`src/rtl/inst_prefetch.sv`:
```
// inst_prefetch: instruction prefetch buffer between the instruction ROM and
// the IF/ID register. Owns the fetch PC, fetches one word per cycle while the
// queue has room, and hands {pc, inst} pairs to decode with a valid/stall
// handshake. A redirect empties the queue and restarts fetch at the target.
//
// Optional feature: define INST_PREFETCH_BYPASS_EN to forward the ROM word
// straight to the head outputs when the queue is empty (zero fetch latency).
module inst_prefetch #(
    parameter int unsigned DEPTH    = 4,
    parameter logic [31:0] RESET_PC = 32'h0000_0000
) (
    input  logic        clk,
    input  logic        rst,
    input  logic [31:0] rom_data_i,
    output logic [31:0] rom_addr_o,
    output logic        rom_ce_o,
    input  logic        flush_i,
    input  logic [31:0] new_pc_i,
    input  logic        stall_i,
    output logic [31:0] id_pc_o,
    output logic [31:0] id_inst_o,
    output logic        id_valid_o
);

    localparam int unsigned AW       = $clog2(DEPTH);
    localparam logic [AW:0] CNT_FULL = (AW + 1)'(DEPTH);
    localparam logic [AW:0] CNT_ONE  = (AW + 1)'(1);
    localparam logic [AW-1:0] PTR_ONE = AW'(1);

    logic [31:0]   fpc;
    logic [31:0]   mem_pc   [DEPTH];
    logic [31:0]   mem_inst [DEPTH];
    logic [AW-1:0] rd_ptr;
    logic [AW-1:0] wr_ptr;
    logic [AW:0]   count;

    logic fetch;
    logic head_valid;
    logic push;
    logic pop;

    // Fetch/pop decisions and head outputs; all based on the pre-edge count,
    // so a full queue being popped does not fetch until the following cycle.
    always_comb begin
        fetch      = !rst && !flush_i && (count < CNT_FULL);
        head_valid = (count != '0);
        pop        = head_valid && !stall_i && !flush_i;
        push       = fetch;
        id_valid_o = head_valid;
        id_pc_o    = 32'h0;
        id_inst_o  = 32'h0;
        if (head_valid) begin
            id_pc_o   = mem_pc[rd_ptr];
            id_inst_o = mem_inst[rd_ptr];
        end
`ifdef INST_PREFETCH_BYPASS_EN
        // Empty queue: present the word being fetched right now. If decode
        // takes it this cycle it never needs to be stored.
        if (!head_valid && fetch) begin
            id_valid_o = 1'b1;
            id_pc_o    = fpc;
            id_inst_o  = rom_data_i;
            push       = stall_i;
        end
`endif
        rom_ce_o   = fetch;
        rom_addr_o = fpc;
    end

    // Fetch PC, queue pointers and occupancy.
    always_ff @(posedge clk) begin
        if (rst) begin
            fpc    <= RESET_PC;
            rd_ptr <= '0;
            wr_ptr <= '0;
            count  <= '0;
        end else if (flush_i) begin
            fpc    <= {new_pc_i[31:2], 2'b00};
            rd_ptr <= '0;
            wr_ptr <= '0;
            count  <= '0;
        end else begin
            // fpc advances on every fetch, including a bypassed one that is
            // consumed without being stored.
            if (fetch) fpc    <= fpc + 32'd4;
            if (push)  wr_ptr <= wr_ptr + PTR_ONE;
            if (pop)   rd_ptr <= rd_ptr + PTR_ONE;
            case ({push, pop})
                2'b10:   count <= count + CNT_ONE;
                2'b01:   count <= count - CNT_ONE;
                default: count <= count;
            endcase
        end
    end

    // Queue storage; push is already suppressed during reset and flush.
    always_ff @(posedge clk) begin
        if (push) begin
            mem_pc[wr_ptr]   <= fpc;
            mem_inst[wr_ptr] <= rom_data_i;
        end
    end

endmodule

```
`config.mk`:
```
export PLATFORM = sky130hd
export DESIGN_NAME = inst_prefetch
export DESIGN_NICKNAME = d
export VERILOG_FILES = /design/src/rtl/inst_prefetch.sv
export SDC_FILE = /design/constraint.sdc
export NUM_CORES = 1
export LEC_CHECK = 0
export CORE_UTILIZATION = 35
export DETAILED_ROUTE_END_ITERATION = 16
export PLACE_DENSITY_LB_ADDON = 0.15
export SLEW_MARGIN = 0
export SYNTH_ARGS = -nofsm -noshare
export SYNTH_HDL_FRONTEND = slang
export SYNTH_SLANG_ARGS = --single-unit
```
`constraint.sdc`:
```
create_clock -name clk -period 10.22 [get_ports clk]
set_clock_uncertainty 0.15 [all_clocks]
set_input_delay 3.066 -clock clk [delete_from_list [all_inputs] [get_ports clk]]
set_output_delay 3.066 -clock clk [all_outputs]
set_load 0.02 [all_outputs]
```
==> flow_summary.ini <==
[power]
p_comb_frac = 0.057
power_frac_seq = 0.494
p_clk_frac = 0.448
p_sw_frac = 0.209
p_leak_uw = 0.00465
max-vdd-ir-drop_mv = 0.109
intPower_uw = 2130
switchingPower_uw = 562
p_per_area_nw_per_um2 = 184

[synthesis]
ys_seq_area_frac = 0.711
synth_cell_types = 47
netlist.area_leader.share = 0.644
synthTopCellsByArea = edfxtp_1 (64%), mux4_2 (12%), dfxtp_1 (6.7%)
syn_area_um2 = 11600
ys_warn_count = 0
synth-seq-cells = 287
synth_top_area_cell = edfxtp_1
syn_inst = 660
avgSynthCellArea_um2 = 17.5

[flow_run]
cap_violations = 0

[detailed_routing]
post_drt_wl_per_cell_um = 20.6
drt_iter0_markers = 400
dr.pass1.iters = 5
drc = 0
routed_wl_um = 26400
drtAntennaViolNets = 0
viasPerCell = 5.07
vias = 6499

[timing]
setup_tns_ps = 0
slew_viol_final = 0
tightestPinTransition_ps = 1110
fmax_mhz = 119
setup_viol = 0
fin_ws_ps = 1840
rsz0062_at_grt = no
hold_viol = 0
period_share = 0.820
fin_crit_ps = 8380
slew_headroom = 0.262

[global_route]
antenna_found_initial = 0
grt_pass1_wl_um = 40100
overflow = 0
grt_max_degree = 63
grt_pass1_vias = 6923
track_usage = 0.159

[setup_path]
crit_type = input pin to output port
r2r_end = count[2]
r2r_start = count[2]
endpoint_kind = output port
rr_worst_depth = 8
cp_max_fo = 11
reg2reg_slack_ps = 7180
worstPathRequired_ps = 7000
worstPathArrival_ps = 5170
start_kind = input pin

[finish]
drive_gt1_frac = 0.155
layout_common_cells = edfxtp_1 (248), clkdlybuf4s50_1 (159), and2_1 (64)
nets = 892
antenna_cells = 0
area_delta_synth_final_pct = 26.9
final_common_cell = edfxtp_1

[floorplanning]
fp.dieW_um = 184
die_area_um2 = 33800
io_pins = 166
rows = 66
fp.dieH_um = 184
start_util = 0.356
core_region_area_um2 = 32500

[clock_tree]
cts.repair.resized = 0
clk_pin_slew_ps = 50
tritoncts = yes
clkSinkCount = 287
numCtsBuffers = 34
post_cts_buffers = 0
cts-root-buf = clkbuf_16
clockBufferDepth = 3
ctsHoldBuffers = 0
cts_max_level = 2
clk_latency_ps = 510

[hold_path]
worstHoldStart = count[1]
hold-path-cell-count = 2
worstHoldPathType = flop to flop
min_to = count[1]

[placed_design]
dp_hpwl_um = 14700
portBuffers = 159
pre_cts_slack_ps = 1840
routabilityCongestion = 0.753

[outcome]
status = completed
-- metrics by stage --
| step | instance area [um2] | instances | total power, uW | hold WS (ps) | util |
|---|---|---|---|---|---|
| 2_1_floorplan | 11600 | 663 | 1420 | 322 | - |
| 3_3_place_gp | 13600 | 1223 | 1510 | 333 | 0.417 |
| 3_5_place_dp | 13600 | 1223 | 1510 | 366 | 0.417 |
| 4_1_cts | 14700 | 1282 | 2730 | 387 | 0.451 |
| 5_1_grt | 14700 | 1282 | 2790 | 425 | 0.451 |
| 6_report | 14700 | 1282 | 2700 | 382 | 0.451 |
-- routing by layer --
metal | vias up | GRT usage | share of wire
met2 | 232 | 0.257 | 0.48
met5 | - | 0 | 0
met4 | 0 | 0.0443 | 0.019
met3 | 42 | 0.0361 | 0.059
met1 | 3296 | 0.214 | 0.45
li1 | 2929 | - | -
-- worst max-delay path, cell delays in order --
cell and delay [ps]:
clkdlybuf4s50_1 660, or3_1 580, inv_1 190, clkdlybuf4s50_1 670
-- layout make-up --
cell class	instances	area, um2
Timing Repair Buffer	162	1610
Inverter	11	41.3
Clock inverter	13	143
Fill cell	2931	17900
Multi-Input combinational cell	321	3110
Clock buffer	46	990
Tap cell	442	553
Sequential cell	287	8240
-- Yosys cell counts, drive strengths merged --
library cell and n:
a211o 1, a211oi 10, a21oi 5, a311oi 15, a31oi 1, and2 68
and3 3, and4 5, and4b 3, buf 19, clkbuf 25, conb 1
dfxtp 39, edfxtp 248, fa 1, ha 6, inv 11, mux2i 2
mux4 62, nand2 9, nand2b 1, nand3 12, nand4 10, nand4b 1
nor2 37, nor2b 2, nor3 2, nor3b 1, nor4 2, o21ai 8
o21bai 2, o31a 2, o31ai 10, or2 1, or3 9, or4 10
xnor2 7, xor2 9
-- how the worst max path moves through the flow --
stage,start,to,slack [ps],cells after the start
final,flush_i,rom_ce_o,1840,4
after detailed placement,flush_i,rom_ce_o,1840,4
after floorplan,flush_i,rom_ce_o,3280,3
after global placement,flush_i,rom_ce_o,1890,4
after global routing,flush_i,rom_ce_o,1760,4
after CTS,flush_i,rom_ce_o,1830,4
-- registers in the layout, indices dropped and copies added (netlist names), named ones only --
| signal | count |
|---|---|
| count | 3 |
| mem_inst | 128 |
| mem_pc | 120 |
| rd_ptr | 2 |
| rom_addr_o | 30 |
| wr_ptr | 2 |
-- power groups by stage --
stage	Clock, uW	Sequential [uW]	Combinational (uW)
final	1210	1330	154
after global routing	1290	1340	166
after CTS	1240	1330	157
after detailed placement	0	1360	157
after global placement	0	1350	154
after floorplan	0	1360	67.3
-- cell families after synthesis --
logic type / count (synthesis) / synth area share
AND/OR/NAND/NOR: 176 / 0.0895
flip-flops: 287 / 0.711
other: 1 / 0.000324
AO/OA/AOI/OAI: 54 / 0.0341
multiplexers: 64 / 0.122
adder cells (fa/ha/maj): 7 / 0.00822
XOR/XNOR: 16 / 0.0121
buffers and inverters: 55 / 0.0222
No activity file was read; power rests on OpenSTA's default activity.
